===== src/rtl/dp_pkg.sv =====
// Shared types and sizing for the accumulator datapath and its multiplier.
package dp_pkg;

    localparam int DP_WIDTH      = 16;
    localparam int DP_MUL_CYCLES = DP_WIDTH;

    typedef enum logic [1:0] {
        IDLE = 2'd0,
        RUN  = 2'd1,
        DONE = 2'd2
    } mul_state_t;

    typedef struct packed {
        logic z;
        logic c;
    } flags_t;

endpackage


===== src/rtl/opcodes.sv =====
// Opcode encodings shared by the control unit and the execute-stage datapath.
package opcodes_pkg;

    localparam logic [3:0] OP_NOP   = 4'h0;
    localparam logic [3:0] OP_LDA   = 4'h1;
    localparam logic [3:0] OP_STA   = 4'h2;
    localparam logic [3:0] OP_ADD   = 4'h3;
    localparam logic [3:0] OP_SUB   = 4'h4;
    localparam logic [3:0] OP_AND   = 4'h5;
    localparam logic [3:0] OP_OR    = 4'h6;
    localparam logic [3:0] OP_XOR   = 4'h7;
    localparam logic [3:0] OP_NOT   = 4'h8;
    localparam logic [3:0] OP_SHL   = 4'h9;
    localparam logic [3:0] OP_SHR   = 4'hA;
    localparam logic [3:0] OP_JMP   = 4'hB;
    localparam logic [3:0] OP_JMPZ  = 4'hC;
    localparam logic [3:0] OP_JMPNZ = 4'hD;
    localparam logic [3:0] OP_MUL   = 4'hE;

endpackage


===== src/rtl/shift_add_multiplier.sv =====
// Sequential shift-add multiplier: one partial product per cycle, full 2*WIDTH product.
module shift_add_multiplier
    import dp_pkg::*;
#(
    parameter int WIDTH      = DP_WIDTH,
    parameter int MUL_CYCLES = DP_MUL_CYCLES
) (
    input  logic               clock,
    input  logic               not_reset,
    input  logic               start,
    input  logic [WIDTH-1:0]   multiplicand,
    input  logic [WIDTH-1:0]   multiplier,
    output logic               busy,
    output logic               done,
    output logic [2*WIDTH-1:0] product
);

    localparam int CW = $clog2(MUL_CYCLES + 1);

    mul_state_t         state;
    mul_state_t         next_state;
    logic [2*WIDTH-1:0] mcand_sh;
    logic [WIDTH-1:0]   mplier_sh;
    logic [2*WIDTH-1:0] prod;
    logic [CW-1:0]      count;

    // NOTE: sequential state uses <= so every register samples pre-edge values;
    // blocking here would let later statements see already-updated state.
    always_ff @(posedge clock or negedge not_reset) begin
        if (!not_reset) begin
            state <= IDLE;
        end else begin
            state <= next_state;
        end
    end

    // NOTE: the operand/product registers are reset too, so an aborted MUL
    // leaves nothing behind that a later DONE could expose.
    always_ff @(posedge clock or negedge not_reset) begin
        if (!not_reset) begin
            mcand_sh  <= '0;
            mplier_sh <= '0;
            prod      <= '0;
            count     <= '0;
        end else begin
            case (state)
                IDLE: begin
                    if (start) begin
                        mcand_sh  <= {{WIDTH{1'b0}}, multiplicand};
                        mplier_sh <= multiplier;
                        prod      <= '0;
                        count     <= CW'(MUL_CYCLES);
                    end
                end
                RUN: begin
                    if (mplier_sh[0]) begin
                        prod <= prod + mcand_sh;
                    end
                    mcand_sh  <= mcand_sh << 1;
                    mplier_sh <= mplier_sh >> 1;
                    count     <= count - CW'(1);
                end
                default: ;
            endcase
        end
    end

    // NOTE: next_state gets a default before the case so no path infers a latch.
    always_comb begin
        next_state = state;
        case (state)
            IDLE:    if (start) next_state = RUN;
            RUN:     if (count == CW'(1)) next_state = DONE;
            DONE:    next_state = IDLE;
            default: next_state = IDLE;
        endcase
    end

    assign busy    = (state != IDLE);
    assign done    = (state == DONE);
    assign product = prod;

endmodule


===== src/rtl/accumulator_datapath.sv =====
// Execute-stage datapath: accumulator, zero/carry flags, single-cycle ALU and multi-cycle MUL.
module accumulator_datapath
    import dp_pkg::*;
    import opcodes_pkg::*;
#(
    parameter int WIDTH      = DP_WIDTH,
    parameter int MUL_CYCLES = DP_MUL_CYCLES
) (
    input  logic             clock,
    input  logic             not_reset,
    input  logic [3:0]       operation,
    input  logic [WIDTH-1:0] data_in,
    output logic [WIDTH-1:0] data_out,
    output logic             zflag,
    output logic             cflag,
    output logic             busy
);

    logic [WIDTH-1:0]   acc;
    logic [WIDTH-1:0]   acc_next;
    flags_t             flags;
    flags_t             flags_next;
    logic               acc_write;
    logic [WIDTH:0]     wide;
    logic               mul_start;
    logic               mul_busy;
    logic               mul_done;
    logic [2*WIDTH-1:0] mul_product;

    // A MUL is only accepted from idle; while busy the opcode bus is ignored.
    assign mul_start = (operation == OP_MUL) && !mul_busy;

    shift_add_multiplier #(
        .WIDTH      (WIDTH),
        .MUL_CYCLES (MUL_CYCLES)
    ) u_mul (
        .clock        (clock),
        .not_reset    (not_reset),
        .start        (mul_start),
        .multiplicand (data_in),
        .multiplier   (acc),
        .busy         (mul_busy),
        .done         (mul_done),
        .product      (mul_product)
    );

    always_comb begin
        acc_next   = acc;
        flags_next = flags;
        acc_write  = 1'b0;
        wide       = '0;
        if (mul_done) begin
            acc_next     = mul_product[WIDTH-1:0];
            flags_next.c = |mul_product[2*WIDTH-1:WIDTH];
            acc_write    = 1'b1;
        end else if (!mul_busy) begin
            case (operation)
                OP_LDA: begin
                    acc_next  = data_in;
                    acc_write = 1'b1;
                end
                OP_ADD: begin
                    wide         = {1'b0, acc} + {1'b0, data_in};
                    acc_next     = wide[WIDTH-1:0];
                    flags_next.c = wide[WIDTH];
                    acc_write    = 1'b1;
                end
                OP_SUB: begin
                    // Top bit of the extended difference is the unsigned borrow.
                    wide         = {1'b0, acc} - {1'b0, data_in};
                    acc_next     = wide[WIDTH-1:0];
                    flags_next.c = wide[WIDTH];
                    acc_write    = 1'b1;
                end
                OP_AND: begin
                    acc_next  = acc & data_in;
                    acc_write = 1'b1;
                end
                OP_OR: begin
                    acc_next  = acc | data_in;
                    acc_write = 1'b1;
                end
                OP_XOR: begin
                    acc_next  = acc ^ data_in;
                    acc_write = 1'b1;
                end
                OP_NOT: begin
                    acc_next  = ~acc;
                    acc_write = 1'b1;
                end
                OP_SHL: begin
                    acc_next     = {acc[WIDTH-2:0], 1'b0};
                    flags_next.c = acc[WIDTH-1];
                    acc_write    = 1'b1;
                end
                OP_SHR: begin
                    acc_next     = {1'b0, acc[WIDTH-1:1]};
                    flags_next.c = acc[0];
                    acc_write    = 1'b1;
                end
                OP_STA, OP_NOP, OP_JMP, OP_JMPZ, OP_JMPNZ, OP_MUL: ;
                default: ;
            endcase
        end
        if (acc_write) begin
            flags_next.z = (acc_next == '0);
        end
    end

    always_ff @(posedge clock or negedge not_reset) begin
        if (!not_reset) begin
            acc     <= '0;
            flags.z <= 1'b1;
            flags.c <= 1'b0;
        end else begin
            acc   <= acc_next;
            flags <= flags_next;
        end
    end

    assign data_out = acc;
    assign zflag    = flags.z;
    assign cflag    = flags.c;
    assign busy     = mul_busy;

endmodule


===== config.mk =====
export PLATFORM = sky130hd
export DESIGN_NAME = accumulator_datapath
export DESIGN_NICKNAME = d
export VERILOG_FILES = /design/src/rtl/dp_pkg.sv /design/src/rtl/opcodes.sv /design/src/rtl/shift_add_multiplier.sv /design/src/rtl/accumulator_datapath.sv
export SDC_FILE = /design/constraint.sdc
export NUM_CORES = 1
export LEC_CHECK = 0
export CORE_ASPECT_RATIO = 1.25
export CORE_MARGIN = 3
export CORE_UTILIZATION = 40
export DETAILED_ROUTE_END_ITERATION = 8
export GPL_ROUTABILITY_DRIVEN = 0
export GPL_TIMING_DRIVEN = 0
export SYNTH_ARGS = -nofsm -noshare
export SYNTH_HDL_FRONTEND = slang
export SYNTH_SLANG_ARGS = --single-unit
export TNS_END_PERCENT = 1

===== constraint.sdc =====
create_clock -name clock -period 4.4 [get_ports clock]
set_input_delay 0.66 -clock clock [delete_from_list [all_inputs] [get_ports clock]]
set_output_delay 0.66 -clock clock [all_outputs]
set_load 0.005 [all_outputs]

Word level (Yosys, flattened, before mapping) --
Index checks and enable logic that the tools add are counted.
Word-level totals: flip-flop bits (word level) 105, bits of input ports 22, output and inout bits 19, logic and storage cells 67
Cells by class: $add $sub $neg 4, equality and inequality tests 17, multiplexer cells 21, bitwise gates (word level) 4, reduce and logical (&&, ||, !) cells 13
Operator list (number):
- case mux 16 bit (9 select lines) | 1
- case mux 32 bit (2 select lines) | 2
- two-way mux 32 bit | 3
- two-way mux 16 bit | 3
- adder 32 bit | 1
- case mux 16 bit (2 select lines) | 1
- adder 16 x 16 -> 17 bit | 1
- subtractor 16 x 16 -> 17 bit | 1
- bitwise AND 16 bit | 1
- equality test 4 x 3 -> 1 bit (second input constant) | 4
- equality test 4 bit (second input constant) | 4
- zero test 16 bit | 1
- inverter 16 bit | 1
- bitwise OR 16 bit | 1
- OR reduction 16 bit | 1
- XOR 16 bit | 1
- case mux 5 bit (2 select lines) | 1
- OR reduction 9 bit | 1
- != test 2 x 1 -> 1 bit (second input constant) | 3
- AND reduction 2 bit | 3
- equality test 5 x 1 -> 1 bit (second input constant) | 1
- two-way mux 1 bit | 5
- two-way mux 5 bit | 1
- nonzero test 5 bit | 1
- 14 further kinds | 16

Depth between registers and ports, before layout --
depth in word-level cells 5, mapped depth 14, mapped depth without buffers 14

Hierarchy --
Synthesis repeated with hierarchy kept, for this count alone.
Unflattened totals: cells, all modules 1146, area total of the unflattened synthesis 9560.4 um2
Modules (own cells, without submodules):
- shift_add_multiplier | times used 1, cells each 566, area an instance 5298.8 um2, seq. area each 2177.1 um2
- accumulator_datapath | times used 1, cells each 580, area an instance 4261.6 um2, seq. area each 451.7 um2

Worst setup path before layout --
Ideal clock, no wire load.
path kind input to register, start in data_in[13], end reg flags (netlist bit zflag), setup time 0.062 ns, data arrival time 3.002 ns, data required time 4.338 ns, setup slack 1.336 ns, stages 13, cells stage by stage inv_1 ha_1 buf_12 mux2_1 a32oi_1 nand4_1 a311o_1 a31oi_2 nor3_1 a41o_1 a2111oi_4 o2111ai_1 nand2_1
Between the ends: cells in the longest elaborated chain, start to end 5, elaborated cells between the ends (all ways) 9, classes of those cells 2 x add/sub; 3 x mux; 3 x bitwise; 1 x reduce/logical
RTL lines:
- from (decl) | RTL line accumulator_datapath.sv:12 | input logic [WIDTH-1:0] data_in,
- subtractor 16 x 16 -> 17 bit, or another cell as far along | RTL line accumulator_datapath.sv:70 | wide = {1'b0, acc} - {1'b0, data_in};
- case mux 16 bit (9 select lines) * | RTL line accumulator_datapath.sv:57 | case (operation)
- two-way mux 16 bit * | RTL line accumulator_datapath.sv:56 | end else if (!mul_busy) begin
- two-way mux 16 bit * | RTL line accumulator_datapath.sv:52 | if (mul_done) begin
- zero test 16 bit * | RTL line accumulator_datapath.sv:106 | flags_next.z = (acc_next == '0);
- to (signal assigned) | RTL line accumulator_datapath.sv:117 | flags <= flags_next;
- to (decl) | RTL line accumulator_datapath.sv:21 | flags_t flags;
Every way passes the cells marked *; elsewhere a longest branch is shown, timed or not. A chain may end at the register's enable or synchronous reset.

Final worst setup path --
start in data_in[0], end reg flags (netlist bit zflag)
Between the ends: cells in the longest elaborated chain, start to end 5, elaborated cells between the ends (all ways) 9, classes of those cells 2 x add/sub; 3 x mux; 3 x bitwise; 1 x reduce/logical
RTL lines:
- subtractor 16 x 16 -> 17 bit or adder 16 x 16 -> 17 bit (tied branches) | RTL line accumulator_datapath.sv:70, accumulator_datapath.sv:63
- case mux 16 bit (9 select lines) * | RTL line accumulator_datapath.sv:57
- two-way mux 16 bit * | RTL line accumulator_datapath.sv:56
- two-way mux 16 bit * | RTL line accumulator_datapath.sv:52
- named net acc_next[8] | RTL line accumulator_datapath.sv:20 | logic [WIDTH-1:0] acc_next;
- zero test 16 bit * | RTL line accumulator_datapath.sv:106
Mark *: on every way through the listed nets, which the timed path passes. The rest lies on a longest branch.

==> out/metrics.yaml <==
synth.top_cell.area_share_pct: 27.9
rr_endpoint: "zflag"
nFillCells: 2256
postCtsSetupBuffers: 0
grt_pass1_vias: 8944
tightest_slew_ps: 1210
synth.distinct_cells: 97
cp_max_fo: 5
wire_per_inst_um: 22.1
cts_hold_buffers: 0
final-max-slew-violation-count: 0
r2r_start: "data_out[0]"
max_cap_violations: 0
clock_latency_ps: 380
numCtsBuffers: 9
synth.net_count: 1233
netlist_area_mm2: 0.00933
yosysTopAreaCell: "dfrtp_1"
pre_cts_ws_ps: -454
cts.sinks: 105
setup.worst_path.end: "zflag"
required_ps: 4710
crit_start: "data_in[0]"
grtUsageMet2_pct: 41.8
drt-initial-drc-count: 763
multiInputGateArea_mm2: 0.00609
start_kind: "input pin"
cp-end-kind: "register"
synth_seq_area_share_pct: 28.2
setup_viol: 0
p_switching_uw: 3620
synth_edf_count: 0
clk_path_buf_depth: 2
grtUsageMet3_pct: 3.73
top_usage_layer: "met2"
hp-class: "input pin to async pin"
fin_setup_tns_ps: 0
pin_count: 41
reg2reg_slack_ps: 560
path_depth: 14
path_buf_inv: 2
place_inst: 1446
post-route-min-period_ps: 4150
numPortBuffers: 39
layout-area-overhead-vs-synth_pct: 11.7
critPathArrivalTime_ps: 4460
crit_chain: "clkdlybuf4s50_1 > ha_1 > inv_1 > fa_1 > nor2b_1 > o31a_1 > o21ai_1 > xnor2_1 > o211ai_1 > o221a_2 > a311o_1 > nor4_4 > o2111ai_1 > nand2_1"
drt-pass1-iter-count: 9
core.rowCount: 61
htreeDepth: 3
switching_share_pct: 50.5
seqCellArea_mm2: 0.00263
coreArea_mm2: 0.0226
r2r_cells: 13
ys_warn_count: 0
initial_utilization_pct: 41.3
rsz0062_at_grt: "no"
drc: 1
postRouteAntennaNets: 0
finalHoldViolCount: 0
cts_tree: "done"
antenna_cells: 0
cpPeakStageDelay_ps: 630
drive_gt1_share_pct: 7.12
wl_um: 32300
seqPwrFrac_pct: 27.5
async_reset_ff_share_pct: 100
fin_cells: 1462
use_met1_pct: 31.9
cts-resized-gates: 1
crit_type: "input pin to register"
period_share_pct: 94.3
final_core_util_pct: 46.1
gr-total-overflow: 0
critPathTopFamily: "compound AO/OA/AOI/OAI gates"
ir_drop_mv: 0.250
outcome: "finished with violations"
antenna_found_initial: 0
avgSynthCellArea_um2: 8.31
hpwl_um: 24600
grt_use_total_pct: 25.6
internal_power_uw: 3550
die_y_um: 177
grt_max_degree: 61
synthTopCellsByArea: "dfrtp_1 28%, ha_1 11%, o21ai_0 5.2%"
cts.clk_slew.worst_paths_ps: 90
ys_ff_latch: 105
root_buffer: "clkbuf_16"
dieWidth_um: 143
p_leak_uw: 0.00470
nets: 1284
violations: "design-rule violations"
synth_cells: 1123
max_slew_margin_pct: 18.6
synth_ff_type: "dfrtp_1"
clkPwrFrac_pct: 11.7
grt_pass1_wl_um: 50100
cp_slowest_cell: "clkdlybuf4s50_1"
pwr-share-comb_pct: 60.8
vias: 9109
vias_per_cell: 6.23
skew_ps: 17.8
dieArea_mm2: 0.0252
worst_slack_ps: 249
pwr_density_cell_mw_per_mm2: 688
fmax_ghz: 0.241
[state kept, by name (all words and copies together) (netlist names)]
signal           cells
cflag                1
data_out            16
u_mul.count          5
u_mul.mcand_sh      32
u_mul.mplier_sh     16
u_mul.product       32
u_mul.state          2
zflag                1
[cells in the final DEF (no fill, tap or decap), drive strengths merged, types with 13 or more instances in the layout]
| cell | n |
|---|---|
| xnor2 | 18 |
| a22oi | 23 |
| a22o | 20 |
| o22ai | 19 |
| inv | 69 |
| dfrtp | 104 |
| mux2i | 13 |
| buf | 32 |
| o21bai | 13 |
| clkbuf | 42 |
| ha | 85 |
| o31ai | 15 |
| nand2 | 101 |
| nor2 | 87 |
| o21ai | 106 |
| a31oi | 13 |
| clkdlybuf4s50 | 38 |
| nor3 | 32 |
| a21o | 32 |
| a21oi | 85 |
[worst min path at each step]
| stage | end | start | slack, ps |
|---|---|---|---|
| floorplan | cflag | not_reset | 360 |
| global placement | u_mul.mplier_sh[13] | u_mul.mplier_sh[13] | 460 |
| detailed placement | zflag | zflag | 470 |
| CTS | u_mul.product[6] | not_reset | 420 |
| global route | u_mul.mcand_sh[7] | not_reset | 460 |
| finish | u_mul.mcand_sh[7] | not_reset | 390 |
[metrics by stage]
| stage | area [um2] | power, uW | hold WS [ps] |
|---|---|---|---|
| floorplan | 9330 | 4850 | 364 |
| global placement | 10100 | 6210 | 464 |
| detailed placement | 10100 | 6250 | 470 |
| CTS | 10400 | 7130 | 415 |
| global route | 10400 | 7750 | 460 |
| finish | 10400 | 7170 | 391 |
[worst register-to-register path: stages, from the launching register on]
cell and delay [ps]:
dfrtp_1 600, ha_1 320, inv_1 80, fa_1 400, nor2b_1 250, o31a_1 230, o21ai_1 230, xnor2_1 220
o211ai_1 120, o221a_2 290, a311o_1 390, nor4_4 410, o2111ai_1 170, nand2_1 90
[area by class of cell]
class                      instances  share of cell area (%)
buffer                            63                    3.63
clock buffer                       9                    2.16
clock inverter                     7                   0.769
inverter                          66                    2.38
multi-input combinational        889                    58.4
sequential                       105                    25.2
tap                              283                    3.40
timing repair buffer              40                    3.99
[power by group through the flow]
stage / Sequential [uW] / Clock (uW) / Combinational (uW)
3_3_place_gp: 1970 / 0 / 4240
3_5_place_dp: 1970 / 0 / 4280
4_1_cts: 1960 / 865 / 4310
6_report: 1970 / 840 / 4360
5_1_grt: 2020 / 898 / 4830
2_1_floorplan: 1720 / 0 / 3130
[cell usage after synthesis, types with 12 or more instances]
cell type,instances
a21o_1,31
a22o_1,20
nor3_1,31
o21ai_0,97
xnor2_1,18
a22oi_1,23
nand3_1,12
o31ai_1,15
mux2i_1,13
a21oi_1,85
clkbuf_1,31
nand2_1,99
nor2_1,87
o22ai_1,19
inv_1,65
buf_2,15
dfrtp_1,104
o21bai_1,13
ha_1,85
[cell families after synthesis]
| logic type | Yosys count | share of synthesized area (%) |
|---|---|---|
| AOI/OAI and AO/OA | 434 | 31.6 |
| and+or+nand+nor | 323 | 17.0 |
| xor gates and xnor gates | 29 | 2.72 |
| adders and majority gates | 88 | 12.0 |
| muxes | 15 | 1.68 |
| buffers and inverters | 129 | 6.71 |
| DFF | 105 | 28.2 |
[routing by layer]
layer	up-vias	part of all wire (%)
li1	4262	-
met1	4348	41
met2	380	47
met3	119	5.7
met4	0	6.1
met5	-	0
No activity file was read; power rests on OpenSTA's default activity.
